### config.mk
export PLATFORM = sky130hd
export DESIGN_NAME = bus_mux_reg
export DESIGN_NICKNAME = d
export VERILOG_FILES = /design/src/rtl/bus_mux_reg.sv
export SDC_FILE = /design/constraint.sdc
export NUM_CORES = 1
export LEC_CHECK = 0
export BUFFER_PORTS_ARGS = -buffer_cell sky130_fd_sc_hd__buf_2
export CAP_MARGIN = 0
export CORE_AREA = 4 4 330 332
export CTS_CLUSTER_DIAMETER = 120
export CTS_CLUSTER_SIZE = 14
export DETAILED_ROUTE_END_ITERATION = 12
export DIE_AREA = 0 0 334 336
export HOLD_SLACK_MARGIN = 0.06
export MAX_ROUTING_LAYER = met4
export PLACE_DENSITY_LB_ADDON = 0.25
export SYNTH_ARGS = -nofsm -noshare
export SYNTH_HDL_FRONTEND = slang
export SYNTH_SLANG_ARGS = --single-unit
### constraint.sdc
create_clock -name clk -period 5.3 [get_ports clk]
set_clock_uncertainty 0.1 [all_clocks]
set_input_delay 0.795 -clock clk [delete_from_list [all_inputs] [get_ports clk]]
set_output_delay 0.795 -clock clk [all_outputs]
set_load 0.01 [all_outputs]
### src/rtl/bus_mux_reg.sv
// Registered one-hot bus source multiplexer with bus keeper, stall and conflict counting.
// Define BUS_PARITY_EN to add the registered even-parity output bus_par.
module bus_mux_reg #(
    parameter int N    = 24,
    parameter int W    = 32,
    parameter int SELW = (N > 1) ? $clog2(N) : 1,
    parameter int CNTW = 8
) (
    input  logic              clk,
    input  logic              rst_n,
    input  logic [N*W-1:0]    src_data,
    input  logic [N-1:0]      src_oe,
    input  logic              hold,
    input  logic              clr_err,
    output logic [W-1:0]      bus_out,
    output logic              bus_valid,
    output logic [SELW-1:0]   bus_src,
    output logic              conflict,
`ifdef BUS_PARITY_EN
    output logic              bus_par,
`endif
    output logic [CNTW-1:0]   conflict_cnt
);

    logic            any_oe;
    logic            multi_oe;
    logic [SELW-1:0] sel_idx;
    logic [W-1:0]    sel_word;

    // Scan from the top so the lowest-index enabled source is written last and wins.
    always_comb begin
        any_oe   = 1'b0;
        multi_oe = 1'b0;
        sel_idx  = '0;
        sel_word = '0;
        for (int i = N - 1; i >= 0; i--) begin
            if (src_oe[i]) begin
                sel_idx  = SELW'(i);
                sel_word = src_data[i*W +: W];
            end
        end
        for (int i = 0; i < N; i++) begin
            multi_oe = multi_oe | (any_oe & src_oe[i]);
            any_oe   = any_oe | src_oe[i];
        end
    end

    always_ff @(posedge clk or negedge rst_n) begin
        if (!rst_n) begin
            bus_out   <= '0;
            bus_valid <= 1'b0;
            bus_src   <= '0;
        end else if (!hold) begin
            bus_valid <= any_oe;
            if (any_oe) begin
                bus_out <= sel_word;
                bus_src <= sel_idx;
            end
        end
    end

    // A clear in the same cycle as a conflict still records that conflict.
    always_ff @(posedge clk or negedge rst_n) begin
        if (!rst_n) begin
            conflict     <= 1'b0;
            conflict_cnt <= '0;
        end else if (!hold) begin
            if (clr_err) begin
                conflict     <= multi_oe;
                conflict_cnt <= multi_oe ? CNTW'(1) : '0;
            end else if (multi_oe) begin
                conflict <= 1'b1;
                if (conflict_cnt != {CNTW{1'b1}}) begin
                    conflict_cnt <= conflict_cnt + CNTW'(1);
                end
            end
        end
    end

`ifdef BUS_PARITY_EN
    always_ff @(posedge clk or negedge rst_n) begin
        if (!rst_n) begin
            bus_par <= 1'b0;
        end else if (!hold && any_oe) begin
            bus_par <= ^sel_word;
        end
    end
`endif

endmodule
==> results.yml <==
drt:
  drc_errors: 0
  dr.first_iter.drc_count: 989
  num_vias: 14141
  drt_pass1_iterations: 5
  via_per_inst: 4.24
  drtAntennaViolNets: 0
  wl_um: 103000
  wl_per_cell_um: 30.7
critical_path:
  worstPathRequired_ns: 5.44
  start_kind: "input pin"
  rr_worst_depth: 6
  path_max_fanout: 20
  worstSetupPathType: "input pin to flip-flop"
  arrival_ns: 4.55
  crit_path_end_kind: "flip-flop"
place:
  dpl.hpwl_um: 90900
  dpl_worst_slack_ns: 0.325
  io_buffers: 842
  gp_congestion: 0.932
die:
  fp.dieW_um: 334
  coreArea_um2: 106000
  start_util: 0.0738
  io_pins: 843
  die_area_um2: 112000
  die_h_um: 336
  rows: 120
finish:
  final_core_util: 0.132
  multi_input_area_um2: 6100
  nets: 2703
  seqCellArea_um2: 1180
  drive_gt1_frac: 0.498
  area_growth_pct: 79.3
  nFillCells: 12626
min_path:
  hp-class: "flip-flop to flip-flop"
  min_path_cells: 2
grt:
  grt_use_total: 0.178
  antenna_found_initial: 40
  grt_pass1_wl_um: 131000
  grt_max_degree: 48
  grt.overflow.total: 0
  grt_pass1_vias: 14577
clocking:
  cts-buffers-inserted: 5
  cts_buffer_depth: 2
  post_cts_buffers: 0
  cts.repair.resized: 0
  cts_root_buf: "clkbuf_16"
  clock_latency_ns: 0.34
  cts_hold_buffers: 0
  clkTransAtPathRegs_ns: 0.09
  cts_tree: "done"
  clock-sinks: 47
  htreeDepth: 2
synthesis:
  ys_ff_latch: 47
  synth_edf_count: 0
  synth_area_per_cell_um2: 6.94
  synthTopCellsByCount: "137 x a221oi_1, 127 x clkbuf_1, 114 x o21ai_0"
  synth_warnings: 0
  yosys.area.top_type_share: 0.153
  synth_seq_area_share: 0.150
  synthTopCellsByArea: "a221oi_1 15%, dfrtp_1 15%, o221ai_1 7.4%"
  ys.flop_type: "dfrtp_1"
  netlist_area_um2: 7840
  syn_nets: 1927
  yosys.cell_count.top_type: "a221oi_1"
  yosysTopAreaCell: "a221oi_1"
  async_flop_share: 1.00
  ys_types: 53
  synth_cells: 1130
status:
  status: "completed"
timing:
  setup_viol: 0
  slew_viol_final: 0
  setup_slack_ns: 0.890
  setup-tns-final_ns: 0
  rsz0062_at_grt: "no"
  tightest_slew_ns: 1.15
  whs_ns: 0.391
  period_share: 0.832
  relSlewSlack: 0.227
  max_freq_mhz: 227
  finalHoldViolations: 0
  min_period_ns: 4.41
power:
  intPower_mw: 1.10
  pwr-share-comb: 0.552
  p_seq_frac: 0.211
  power.density_nw_per_um2: 143
  p_switching_mw: 0.913
  clkPwrFrac: 0.237
  peakVddDrop_uv: 105
  p_leak_nw: 5.86
  sw_frac_of_total: 0.454
run:
  maxCapViolCount: 0
## worst max-delay path, stage by stage
cell and delay [ns]:
buf_2 0.33, nand2b_1 0.71, o221ai_1 0.23, o21ai_0 0.73
a21oi_1 0.28, o21ai_0 0.97, a21oi_1 0.17, a221oi_1 0.32
## metal layers
layer | GRT usage | vias to the layer above | wire length, um | part of all wire
met4 | 0.0253 | 0 | 1270 | 0.012
met3 | 0.0308 | 51 | 5710 | 0.056
li1 | - | 6330 | - | -
met2 | 0.303 | 686 | 50000 | 0.49
met5 | - | - | 0 | 0
met1 | 0.225 | 7074 | 45500 | 0.44
## state kept, by name, indices dropped and copies added (netlist names)
name	cells
conflict	1
bus_valid	1
bus_src	5
bus_out	32
conflict_cnt	8
## cell families (layout without fill, tap and decap cells)
| family | count (synthesis) | count (layout) | share of synthesized area |
|---|---|---|---|
| adder cells (fa/ha/maj) | 3 | 3 | 0.00415 |
| AND/OR/NAND/NOR | 264 | 264 | 0.165 |
| other | 0 | 24 | 0 |
| flip-flops | 47 | 47 | 0.150 |
| buffers and inverters | 157 | 934 | 0.0780 |
| AO/OA/AOI/OAI | 659 | 659 | 0.603 |
## per-stage QoR
| stage | power (mW) | instances | area, um^2 |
|---|---|---|---|
| final | 2.01 | 3334 | 14100 |
| after global routing | 2.14 | 3325 | 14000 |
| after CTS | 2.06 | 3310 | 14000 |
| after detailed placement | 1.57 | 3302 | 13800 |
| after global placement | 1.57 | 3302 | 13800 |
| after floorplan | 0.822 | 1130 | 7840 |
## layout by cell type, fill, tap and decap left out, types with 6 or more instances in the layout
cell	instances
nand2b_1	7
nor3_1	18
inv_1	15
diode_2	24
a211oi_1	13
or3_1	8
a221oi_1	137
dfrtp_1	47
nor2_1	103
or2_2	9
a22oi_1	11
nand3_1	15
a21oi_1	85
a221o_1	50
or4_1	8
nand2_1	47
a31o_2	12
buf_4	65
nand4_1	6
buf_2	841
nor2b_1	13
a31oi_1	19
o31ai_1	9
o221ai_1	66
o22ai_1	80
o21ai_0	114
o211ai_1	36
o21a_1	7
## worst paths after layout
check / from / endpoint / slack [ns]
max: src_oe[20] / bus_out[1] / 0.89
min: bus_valid / bus_valid / 0.39
max reg2reg: conflict_cnt[0] / conflict_cnt[4] / 3.28
min reg2reg: bus_valid / bus_valid / 0.39
max in group asynchronous: rst_n / bus_out[8] / 4.07
min in group asynchronous: rst_n / bus_out[10] / 0.45
## power by group through the flow
stage               Clock, mW  Combinational [mW]  Sequential, mW
global placement            0                1.13           0.432
floorplan                   0               0.375           0.446
detailed placement          0                1.13           0.432
CTS                     0.502                1.14           0.425
finish                  0.476                1.11           0.425
global route            0.502                1.20           0.431
## area by class of cell
cell class / instances / share of cell area
clock buffers: 5 / 0.00890
repair buffers: 906 / 0.334
diodes: 24 / 0.00427
flip-flops and latches: 47 / 0.0837
inverters: 20 / 0.00534
clock inverters: 3 / 0.00481
well taps: 1403 / 0.125
multi-input cells: 926 / 0.434
Note: power is estimated with default switching activity, not from simulation.
